`config.mk`:
```
export PLATFORM = sky130hd
export DESIGN_NAME = mem_arbiter
export DESIGN_NICKNAME = d
export VERILOG_FILES = /design/src/rtl/mem_arb_pkg.sv /design/src/rtl/mem_arb_starve_guard.sv /design/src/rtl/mem_arbiter.sv
export SDC_FILE = /design/constraint.sdc
export NUM_CORES = 1
export LEC_CHECK = 0
export ABC_CLOCK_PERIOD_IN_PS = 1850
export CAP_MARGIN = 25
export CORE_AREA = 5 5 102 104
export CTS_CLUSTER_SIZE = 30
export DETAILED_ROUTE_END_ITERATION = 10
export DIE_AREA = 0 0 107 109
export GPL_TIMING_DRIVEN = 1
export PLACE_DENSITY = 0.69
export SKIP_LAST_GASP = 1
export SYNTH_ARGS = -nofsm -noshare
export SYNTH_HDL_FRONTEND = slang
export SYNTH_SLANG_ARGS = --single-unit
export TNS_END_PERCENT = 100
```
`constraint.sdc`:
```
create_clock -name clk -period 1.85 [get_ports clk]
set_input_delay 0.37 -clock clk [delete_from_list [all_inputs] [get_ports clk]]
set_output_delay 0.37 -clock clk [all_outputs]
set_load 0.1 [all_outputs]
```
`src/rtl/mem_arb_pkg.sv`:
```
// ============================================================================
// Module   : mem_arb_pkg
// Purpose  : Shared types and widths for the fetch/data memory arbiter.
// Revision : 1.0 - initial release
// ============================================================================
`default_nettype none

package mem_arb_pkg;

    localparam int c_ADDR_W = 30;
    localparam int c_DATA_W = 32;
    localparam int c_BE_W   = 4;

    typedef enum logic [0:0] {
        RUN    = 1'b0,
        HALTED = 1'b1
    } state_e;

    typedef enum logic [1:0] {
        NONE = 2'd0,
        IF   = 2'd1,
        DM   = 2'd2
    } owner_e;

endpackage : mem_arb_pkg

`default_nettype wire

```
`src/rtl/mem_arb_starve_guard.sv`:
```
// ============================================================================
// Module   : mem_arb_starve_guard
// Purpose  : Counts consecutive denied fetch cycles; fires at STARVE_LIMIT.
// Revision : 1.0 - initial release
// ============================================================================
`default_nettype none

module mem_arb_starve_guard
    import mem_arb_pkg::*;
#(
    parameter int STARVE_LIMIT = 4
) (
    input  logic clk,
    input  logic rst,
    input  logic i_run,
    input  logic i_if_req,
    input  logic i_if_gnt,
    output logic o_fire
);

    localparam logic [3:0] c_LIMIT = 4'(STARVE_LIMIT);

    logic [3:0] r_starve_cnt;

    // Saturates at the limit so the fire cycle is held until fetch is served.
    always_ff @(posedge clk or posedge rst) begin
        if (rst) begin
            r_starve_cnt <= 4'd0;
        end else if (!i_run || !i_if_req || i_if_gnt) begin
            r_starve_cnt <= 4'd0;
        end else if (r_starve_cnt != c_LIMIT) begin
            r_starve_cnt <= r_starve_cnt + 4'd1;
        end
    end

    assign o_fire = i_run & (r_starve_cnt == c_LIMIT);

endmodule : mem_arb_starve_guard

`default_nettype wire

```
`src/rtl/mem_arbiter.sv`:
```
// ============================================================================
// Module   : mem_arbiter
// Purpose  : Arbitrates fetch and data ports onto one single-port memory.
//            Optional macro MEM_ARBITER_STARVE_GUARD_EN enables fetch guard.
// Revision : 1.0 - initial release
// ============================================================================
`default_nettype none

module mem_arbiter
    import mem_arb_pkg::*;
#(
    parameter int STARVE_LIMIT = 4
) (
    input  logic                clk,
    input  logic                reset,
    input  logic                if_req,
    input  logic [c_ADDR_W-1:0] if_addr,
    output logic                if_gnt,
    output logic                if_rvalid,
    output logic [c_DATA_W-1:0] if_rdata,
    input  logic                dm_req,
    input  logic                dm_we,
    input  logic [c_BE_W-1:0]   dm_be,
    input  logic [c_ADDR_W-1:0] dm_addr,
    input  logic [c_DATA_W-1:0] dm_wdata,
    output logic                dm_gnt,
    output logic                dm_rvalid,
    output logic [c_DATA_W-1:0] dm_rdata,
    output logic                mem_en,
    output logic                mem_we,
    output logic [c_BE_W-1:0]   mem_be,
    output logic [c_ADDR_W-1:0] mem_addr,
    output logic [c_DATA_W-1:0] mem_wdata,
    input  logic [c_DATA_W-1:0] mem_rdata,
    input  logic                ebreak,
    input  logic                resume
);

    state_e r_state;
    owner_e r_owner;
    logic   w_run;
    logic   w_fire;
    logic   w_if_gnt;
    logic   w_dm_gnt;

    assign w_run = (r_state == RUN);

`ifdef MEM_ARBITER_STARVE_GUARD_EN
    mem_arb_starve_guard #(
        .STARVE_LIMIT (STARVE_LIMIT)
    ) u_starve_guard (
        .clk      (clk),
        .rst      (reset),
        .i_run    (w_run),
        .i_if_req (if_req),
        .i_if_gnt (w_if_gnt),
        .o_fire   (w_fire)
    );
`else
    assign w_fire = 1'b0;
`endif

    // Reset gates the grants so nothing reaches memory while reset is held.
    always_comb begin
        w_if_gnt = 1'b0;
        w_dm_gnt = 1'b0;
        if (!reset) begin
            if (if_req && w_run && (w_fire || !dm_req)) begin
                w_if_gnt = 1'b1;
            end else if (dm_req) begin
                w_dm_gnt = 1'b1;
            end
        end
    end

    always_comb begin
        mem_we    = 1'b0;
        mem_be    = '0;
        mem_addr  = '0;
        mem_wdata = '0;
        if (w_if_gnt) begin
            mem_be   = 4'hF;
            mem_addr = if_addr;
        end else if (w_dm_gnt) begin
            mem_we    = dm_we;
            mem_be    = dm_be;
            mem_addr  = dm_addr;
            mem_wdata = dm_wdata;
        end
    end

    always_ff @(posedge clk or posedge reset) begin
        if (reset) begin
            r_state <= RUN;
            r_owner <= NONE;
        end else begin
            case (r_state)
                RUN:     if (ebreak) r_state <= HALTED;
                HALTED:  if (resume && !ebreak) r_state <= RUN;
                default: r_state <= RUN;
            endcase
            if (w_if_gnt) begin
                r_owner <= IF;
            end else if (w_dm_gnt && !dm_we) begin
                r_owner <= DM;
            end else begin
                r_owner <= NONE;
            end
        end
    end

    assign if_gnt    = w_if_gnt;
    assign dm_gnt    = w_dm_gnt;
    assign mem_en    = w_if_gnt | w_dm_gnt;
    assign if_rvalid = (r_owner == IF);
    assign dm_rvalid = (r_owner == DM);
    assign if_rdata  = mem_rdata;
    assign dm_rdata  = mem_rdata;

endmodule : mem_arbiter

`default_nettype wire

```
==> results of run 1 <==
[state kept, by name (all words and copies together), names as in the netlist]
signal,cells
r_owner,2
r_state,1
[worst min-delay path: stages]
cell and delay [ns]:
buf_2 0.11, buf_4 0.22, inv_1 0.16
[path summary, 6_finish.rpt]
| path | start | to | slack (ns) | depth (start not counted) |
|---|---|---|---|---|
| worst max-delay path | r_state$_DFF_PP0_ | mem_be[3] | 0.01 | 3 |
| min in group clk | dm_req | r_owner[1]$_DFF_PP0_ | 0.62 | 4 |
| worst max register to register | r_state$_DFF_PP0_ | r_owner[0]$_DFF_PP0_ | 0.75 | 2 |
| worst min-delay path | reset | r_state$_DFF_PP0_ | 0.30 | 3 |
| max in group asynchronous | reset | r_owner[1]$_DFF_PP0_ | 1.40 | 3 |
| worst min register to register | r_state$_DFF_PP0_ | r_owner[0]$_DFF_PP0_ | 0.74 | 2 |
[cell usage after synthesis]
cell	instances
a21o_1	1
nand4bb_1	30
nand2_1	34
buf_4	64
buf_2	4
inv_1	3
and2_1	33
or3b_4	1
buf_1	2
and2b_1	1
a21oi_1	31
dfrtp_1	3
nor2_1	1
buf_6	2
a21oi_2	4
clkbuf_1	12
nor3_1	1
nand2b_1	1
nor2b_1	2
[where the power goes]
| part | internal, mW | switching (mW) | total, mW |
|---|---|---|---|
| combinational | 0.578 | 0.757 | 1.33 |
| clock | 0.147 | 0.0467 | 0.194 |
| sequential | 0.0689 | 0.00232 | 0.0712 |
| total | 0.794 | 0.806 | 1.60 |
[metal layers]
| layer | part of all wire, % | GRT usage [%] |
|---|---|---|
| met5 | 0 | 0 |
| met3 | 8.1 | 3.55 |
| met4 | 2.8 | 5.02 |
| met1 | 37 | 14.5 |
| met2 | 52 | 22.8 |
[kinds of logic (layout without fill, tap and decap cells)]
| logic type | after synthesis | count (layout) | synth area share (%) |
|---|---|---|---|
| and+or+nand+nor | 104 | 104 | 45.5 |
| DFF | 3 | 3 | 4.76 |
| buffers and inverters | 87 | 195 | 37.2 |
| AOI/OAI and AO/OA | 36 | 36 | 12.5 |
[repair_timing]
action / in CTS / in global routing
cloned: 0 / 0
pin swaps: 3 / 6
resized for setup: 4 / 12
setup buffers: 3 / 0
endpoints found under the setup margin: 36 / 29
[stage by stage]
step / hold WS [ns] / instance area, um2 / std cells / total power, mW / TNS (ns)
after floorplan: 0.435 / 1820 / 230 / 1.44 / -6.85
after global routing: 0.328 / 4140 / 452 / 1.66 / -0.286
after CTS: 0.295 / 4040 / 452 / 1.60 / -0.0144
after detailed placement: 0.533 / 3960 / 445 / 1.38 / -6.99
after global placement: 0.518 / 3960 / 445 / 1.37 / -5.53
final: 0.301 / 4140 / 452 / 1.60 / 0
[final cells by class]
| class | count | share of cell area, % |
|---|---|---|
| clock buffer | 4 | 1.09 |
| inverter | 3 | 0.272 |
| multi-input combinational | 140 | 30.3 |
| sequential | 3 | 1.81 |
| tap | 114 | 3.45 |
| timing repair buffer | 188 | 63.1 |
==> summary.txt, run 1 <==
Drt
  • Detailed Routing Iterations Pass 1: 4
  • DRC: 0
  • Via count: between 1.5k and 2k
  • Initial DRC count: 54
  • Routed WL: 7.78 mm
  • Antenna Nets Post-Route: 0
  • Avg WL per Cell: around 17 um
  • Vias per cell: between 4 and 5

Die
  • Die X: 107 um
  • IO Count: around 270
  • Die ar.: about 12000 um2
  • Core Region: ~9500 um2
  • Initial Utilization: between 10% and 20%
  • FP Rows: 36
  • Die height: between 100 and 150 um

Logic synthesis
  • Post-Syn Instances: 230
  • Syn Nets: roughly 370
  • YS warnings: 0
  • Main area contributors after synthesis: buf_4 30%, nand4bb_1 21%, and2_1 13%, a21oi_1 9.8%, nand2_1 8.1%
  • Yosys cell types: 19
  • Biggest area consumer among synthesized cells: buf_4
  • Seq/Total Area, Yosys: approximately 4.8%
  • Synth Cell Area: around 1600 um2
  • Mapped Avg Cell Area: between 6 and 7 um2
  • Share of the synthesized area in the top cell type: 30.5%
  • #FFs+latches synth: 3

CTS
  • CTS clk-pin slew, worst paths: 0.03 ns
  • CTS tree: done
  • Clock root cell: clkbuf_8
  • Clock Path Buffers: 2
  • CTS Hold Buffers Added: 0
  • Clock Latency Late Sink: around 0.22 ns
  • Clock sink total: 3
  • Total CTS buffers: 3
  • H-Tree Depth: 1

Worst setup path
  • Crit Path Category: flop to output pin
  • Largest stage delay, worst path: 0.48 ns
  • CP top delay family: simple AND/OR/NAND/NOR gates
  • Crit end category: output pin
  • CP Buf/Inv Count: 1
  • Worst-path fanout max: 5
  • Critical Path Start Type: flop
  • Arr. time, crit path: ~1.5 ns
  • Crit path required time: around 1.5 ns
  • Slowest CP cell: or3b_4
  • Worst path cell trace: or3b_4 > a21oi_4 > buf_12

Final layout
  • Number of antenna diodes: 0
  • Area of the multi-input gates: 1250 um2
  • Most frequent cells in the layout: 99 x clkdlybuf4s50_1, 75 x buf_12, 34 x nand2_1
  • Filler cells: just under 900
  • Fraction of layout cells with a size suffix above 1: roughly 49%
  • Fin util: between 40 and 50%
  • Synthesis-to-layout area growth: 162%
  • Reg area: between 70 and 80 um2
  • Final Net Count: 474
  • Commonest non-fill, non-tap cell in the layout: clkdlybuf4s50_1

Timing
  • Achievable Freq: 544 MHz
  • Worst slew margin: about two thirds
  • Worst Setup Slack, final: ~0.013 ns
  • RSZ-0062 raised after global routing: yes
  • Fin crit period: 1.84 ns
  • Final Slew Violations: 0
  • Setup violations, final: 0
  • Least-Margin Pin Slew: 0.487 ns
  • Final worst-path cycle share: approximately 99%
  • Worst Skew: 0.0000615 ns
  • Final Hold Violating Endpoints: 0

Global route
  • Largest net degree at the start of global routing: 35
  • Tot GR Track Use: 12.8%
  • Grt total ovfl: 0
  • Initial antenna violation count: 0
  • Global-route wire length before repair: 11.7 mm
  • Vias in the first global route: roughly 2.1k

Pwr
  • Cell Pwr Density: 386 nW/um2
  • VDD IR max: roughly 540 uV
  • Leakage power: 1.54 nW

Worst hold path
  • HP Class: primary input to async pin

Place
  • I/O Buffers: between 150 and 200
  • Placer Congestion: between 0.7 and 0.8
  • Setup WS pre-CTS: -0.257 ns
  • Dpl hpwl: approximately 6.4 mm

Run
  • Max-Cap Viols: 0

Run status
  • Status: finished, final reports clean
Note: power is estimated with default switching activity, not from simulation.
==> run 2, diff against run 1 <==
Settings changed: GPL_ROUTABILITY_DRIVEN set to 0.
==> results of run 2 <==
Final layout, timing and power as in run 1 (identical DEF).
==> run 3, diff against run 2 <==
Settings changed: CAP_MARGIN 25 to 20.
==> results of run 3 <==
Final layout, timing and power as in run 1 (identical DEF).
